`config.mk`:
```
export PLATFORM = sky130hd
export DESIGN_NAME = rom_stream_reader
export DESIGN_NICKNAME = d
export VERILOG_FILES = /design/src/rtl/rom_stream_reader_pkg.sv /design/src/rtl/rom_stream_reader_skid_fifo.sv /design/src/rtl/rom_stream_reader.sv
export SDC_FILE = /design/constraint.sdc
export NUM_CORES = 1
export LEC_CHECK = 0
export CORE_MARGIN = 3
export CORE_UTILIZATION = 45
export DETAILED_ROUTE_END_ITERATION = 7
export PLACE_DENSITY = 0.69
export SYNTH_ARGS = -nofsm -noshare
export SYNTH_HDL_FRONTEND = slang
export SYNTH_SLANG_ARGS = --single-unit
```
`constraint.sdc`:
```
create_clock -name clock -period 5.7 [get_ports clock]
set_input_delay 1.71 -clock clock [delete_from_list [all_inputs] [get_ports clock]]
set_output_delay 1.71 -clock clock [all_outputs]
set_load 0.05 [all_outputs]
```
`src/rtl/rom_stream_reader_pkg.sv`:
```
// Shared definitions for the ROM stream reader: FSM encoding and address-width helper.
package rom_stream_reader_pkg;

    typedef enum logic [1:0] {
        ST_IDLE  = 2'd0,
        ST_RUN   = 2'd1,
        ST_DRAIN = 2'd2,
        ST_DONE  = 2'd3
    } state_t;

    // Width that addresses 0..depth-1; depth need not be a power of two.
    function automatic int addr_width(input int depth);
        return (depth > 2) ? $clog2(depth) : 1;
    endfunction

endpackage

```
`src/rtl/rom_stream_reader_skid_fifo.sv`:
```
// Two-entry FIFO with a registered head; head_data/head_valid drive the stream outputs directly.
module rom_stream_reader_skid_fifo #(
    parameter int width = 8
) (
    input  logic             clock,
    input  logic             reset_n,
    input  logic             push,
    input  logic [width-1:0] push_data,
    input  logic             pop,
    output logic [width-1:0] head_data,
    output logic             head_valid,
    output logic [1:0]       count
);

    logic [width-1:0] tail_data;
    logic             tail_valid;

    always_ff @(posedge clock or negedge reset_n) begin
        if (!reset_n) begin
            head_data  <= '0;
            head_valid <= 1'b0;
            tail_data  <= '0;
            tail_valid <= 1'b0;
        end else if (pop) begin
            if (tail_valid) begin
                head_data  <= tail_data;
                tail_data  <= push_data;
                tail_valid <= push;
            end else begin
                head_data  <= push_data;
                head_valid <= push;
            end
        end else if (push) begin
            if (!head_valid) begin
                head_data  <= push_data;
                head_valid <= 1'b1;
            end else begin
                tail_data  <= push_data;
                tail_valid <= 1'b1;
            end
        end
    end

    assign count = {1'b0, head_valid} + {1'b0, tail_valid};

endmodule

```
`src/rtl/rom_stream_reader.sv`:
```
// Fetches `length` consecutive ROM words from baseAddr and streams them out with valid/ready.
//   state    | meaning
//   ST_IDLE  | waiting for start; baseAddr/length sampled here
//   ST_RUN   | issuing ROM reads while credit allows
//   ST_DRAIN | all reads issued, waiting for the last beat to be accepted
//   ST_DONE  | one-cycle done pulse, then back to idle
module rom_stream_reader
    import rom_stream_reader_pkg::*;
#(
    parameter int blockLength = 8,
    parameter int memDepth    = 4096,
    localparam int addressBitWidth = addr_width(memDepth)
) (
    input  logic                       clock,
    input  logic                       reset_n,
    input  logic                       start,
    input  logic [addressBitWidth-1:0] baseAddr,
    input  logic [addressBitWidth:0]   length,
    output logic                       busy,
    output logic                       done,
    output logic [addressBitWidth-1:0] romAddress,
    input  logic [blockLength-1:0]     romData,
    output logic [blockLength-1:0]     outData,
    output logic                       outValid,
    input  logic                       outReady
);

    state_t                     state, state_next;
    logic [addressBitWidth-1:0] addr_cnt, rom_addr_q;
    logic [addressBitWidth:0]   issue_cnt, recv_cnt;
    logic                       in_flight;
    logic [1:0]                 buf_count;
    logic [2:0]                 credit_used;
    logic                       issue, pop;

    assign pop = outValid & outReady;
    // A beat leaving this cycle frees its slot, so steady state sustains one beat per cycle.
    assign credit_used = {2'b0, in_flight} + {1'b0, buf_count} - {2'b0, pop};
    assign issue       = (state == ST_RUN) && (credit_used < 3'd2);
    assign romAddress  = issue ? addr_cnt : rom_addr_q;

    always_ff @(posedge clock or negedge reset_n) begin
        if (!reset_n) state <= ST_IDLE;
        else          state <= state_next;
    end

    always_comb begin
        state_next = state;
        case (state)
            ST_IDLE:  if (start) state_next = (length != '0) ? ST_RUN : ST_DONE;
            ST_RUN:   if (issue && issue_cnt == (addressBitWidth+1)'(1)) state_next = ST_DRAIN;
            ST_DRAIN: if (pop && recv_cnt == (addressBitWidth+1)'(1)) state_next = ST_DONE;
            ST_DONE:  state_next = ST_IDLE;
            default:  state_next = ST_IDLE;
        endcase
    end

    always_comb begin
        busy = 1'b0;
        done = 1'b0;
        case (state)
            ST_RUN, ST_DRAIN: busy = 1'b1;
            ST_DONE:          done = 1'b1;
            default:          ;
        endcase
    end

    always_ff @(posedge clock or negedge reset_n) begin
        if (!reset_n) begin
            addr_cnt   <= '0;
            rom_addr_q <= '0;
            issue_cnt  <= '0;
            recv_cnt   <= '0;
            in_flight  <= 1'b0;
        end else begin
            in_flight <= issue;
            if (issue) begin
                rom_addr_q <= addr_cnt;
                addr_cnt   <= (addr_cnt == addressBitWidth'(memDepth-1)) ? '0 : addr_cnt + 1'b1;
                issue_cnt  <= issue_cnt - 1'b1;
            end
            if (state == ST_IDLE && start) begin
                addr_cnt  <= baseAddr;
                issue_cnt <= length;
                recv_cnt  <= length;
            end else if (pop) begin
                recv_cnt <= recv_cnt - 1'b1;
            end
        end
    end

    rom_stream_reader_skid_fifo #(
        .width (blockLength)
    ) u_fifo (
        .clock      (clock),
        .reset_n    (reset_n),
        .push       (in_flight),
        .push_data  (romData),
        .pop        (pop),
        .head_data  (outData),
        .head_valid (outValid),
        .count      (buf_count)
    );

endmodule

```
==> out/qor.csv <==
metric;value;unit
outcome;finished clean;
port_buffers;59;
die_h;95.11;um
synth_top_area_share;0.4972;
ir_worst_vdd;0.4140;mV
min_to;rom_addr_q[4];
p_leak;1.972;nW
yosysTopAreaCell;dfrtp_1;
track_usage;0.1968;
grt_pass1_vias;2994;
grt_pass1_wl;13740;um
syn_to_final_growth;29.10;%
synth_seq_cells;71;
r2r_cells;13;
num_antenna_cells;0;
async_reset_ff_frac;1.000;
fin_util;0.6162;
antenna_found_initial;0;
final_nets;495;
end_kind;output pin;
cp.arrival;3.70;ns
grt-ovfl-total;0;
wl;8438;um
numCtsBuffers;9;
r2r_slack;2.81;ns
vias;2930;
setup-violations-final;0;
syn_inst;376;
p_per_area;664.6;mW/mm2
synth_cell_types;44;
yosys_warnings;0;
clock_path_buffers;2;
drive_above_1_share;0.1311;
start_kind;input port;
synth-edff-count;0;
ant_nets;0;
fin_crit_sh;0.9490;
cts-root-buf;clkbuf_8;
initial_core_util;0.4774;
grt_max_degree;43;
syn_avg_cell_area;9.504;um2
ios;60;
ys_seq_area_frac;0.4972;
synth-main-ff-cell;dfrtp_1;
design_area;0.004613;mm2
rows;31;
min_period;5.409;ns
clk_latency;0.34;ns
cp_data_required_time;3.99;ns
fin_cells;549;
hold_slack;0.4783;ns
postCtsHoldBufs;0;
fin_tns_setup;0;ns
die_w;95.11;um
whs_path_depth;2;
first_pass_iters;4;
final-hold-violation-count;0;
r2r-start;u_fifo.head_valid;
dp_cells;530;
cts_tree;built;
core;0.007486;mm2
worst_pin_slew;0.7766;ns
h-tree-depth;3;
skew;0.007008;ns
fmax;184.9;MHz
mappedNetlistArea;0.003573;mm2
routedWlPerCell;15.37;um
maxCapViolCount;0;
critPathMaxFanout;18;
drt_iter0_drc;134;
die_area;0.009046;mm2
dpl-instance-area;0.004300;mm2
gp_congestion;0.7986;
relSlewSlack;0.4810;
rsz0062_at_grt;false;
cts.sinks;71;
synth.net_count;425;
criticalPathCategory;input port to output pin;
drc;0;
finalMaxSlewViolations;0;
rr_endpoint;state[1];
path_clk_slew;0.07;ns
hold_path_class;flip-flop to flip-flop;
avgViaCountPerCell;5.337;
yosys-top-cells-area;dfrtp_1 50%, nand2_1 6.8%, a21oi_1 4.5%;
min_from;rom_addr_q[4];
dp_hpwl;5827;um
==> sequential cells by signal, summed over array words and instances (netlist names), 2 cells and up <==
name and cells:
addr_cnt 12, state 2, rom_addr_q 12, u_fifo.tail_data 8
u_fifo.head_data 8, issue_cnt 13, recv_cnt 13
==> timing repair <==
item / in CTS / in global routing
setup endpoints to repair: 10 / 12
setup buffers: 1 / 1
cloned: 1 / 1
resized for setup: 1 / 8
pin swaps: 0 / 1
==> metal layers <==
metal / global-route usage / wire length, um
met5: 0 / 0
met4: 0.06370 / 121
met3: 0.05998 / 514
met2: 0.3131 / 3978
met1: 0.2565 / 3823
==> layout by cell type (no fill, tap or decap), types with 5 or more instances in the layout <==
cell type	netlist	final
nor3_1	8	8
or3_1	5	5
nand3_1	10	10
xor2_1	18	18
o21ai_0	14	13
buf_4	0	15
inv_1	12	12
nor2_1	32	32
dfrtp_1	71	71
a22oi_1	9	9
nand2_1	65	65
xnor2_1	12	12
clkdlybuf4s50_1	0	45
nand4_1	10	10
clkbuf_8	0	13
a21oi_1	32	32
ha_1	12	12
mux2_2	9	9
==> worst max-delay path by stage <==
| stage | endpoint | from | slack, ns |
|---|---|---|---|
| 4_1_cts | romAddress[6] | outReady | 0.009 |
| 3_5_place_dp | romAddress[5] | outReady | -0.01 |
| 6_report | romAddress[1] | outReady | 0.29 |
| 5_1_grt | romAddress[5] | outReady | 0.16 |
| 2_1_floorplan | romAddress[11] | outReady | -0.08 |
| 3_3_place_gp | romAddress[10] | outReady | 0.01 |
==> power breakdown <==
part / internal [mW] / total, mW / leakage [nW] / switching, mW
Combinational: 0.675 / 1.67 / 1.03 / 0.995
Sequential: 0.757 / 0.964 / 0.833 / 0.207
Clock: 0.248 / 0.433 / 0.108 / 0.185
==> cell type report <==
cell class	instances	area (um2)
Fill cell	636	2873
Clock inverter	2	37.54
Timing Repair Buffer	71	738.2
Sequential cell	71	1777
Multi-Input combinational cell	280	1707
Inverter	13	51.30
Clock buffer	13	178.9
Tap cell	99	123.9
==> worst max-delay path, stage by stage <==
cell	delay, ns
dlymetal6s2s_1	0.13
nand2_1	0.08
inv_1	0.06
ha_1	0.26
inv_1	0.04
ha_1	0.27
a21oi_2	0.20
mux2i_4	0.36
buf_12	0.17
inv_4	0.08
nand2_1	0.08
nand2_1	0.07
buf_4	0.19
==> synth_stat cells (4+ instances only) <==
cell      instances
dfrtp_1          71
nand2_1          65
a21oi_1          32
nor2_1           32
xor2_1           18
o21ai_0          14
ha_1             12
inv_1            12
xnor2_1          12
nand3_1          10
nand4_1          10
a22oi_1           9
mux2_2            9
nor3_1            8
clkbuf_1          7
or3_1             5
a31oi_1           4
and3_1            4
buf_2             4
nor2b_1           4
nor4_1            4
==> per-stage QoR <==
step / worst slack, ns / total power, mW
floorplan: -0.07835 / 2.025
global placement: 0.01434 / 2.502
detailed placement: -0.01476 / 2.530
CTS: 0.009423 / 3.025
global route: 0.1577 / 3.289
finish: 0.2908 / 3.066
==> kinds of logic after synthesis <==
kind of cell | share of synthesized area
xor+xnor | 0.07353
mux | 0.03501
flops | 0.4972
fa+ha+maj | 0.04202
buf+inv | 0.02766
compound gates | 0.1127
simple gates | 0.2118
Note: power is estimated with default switching activity, not from simulation.
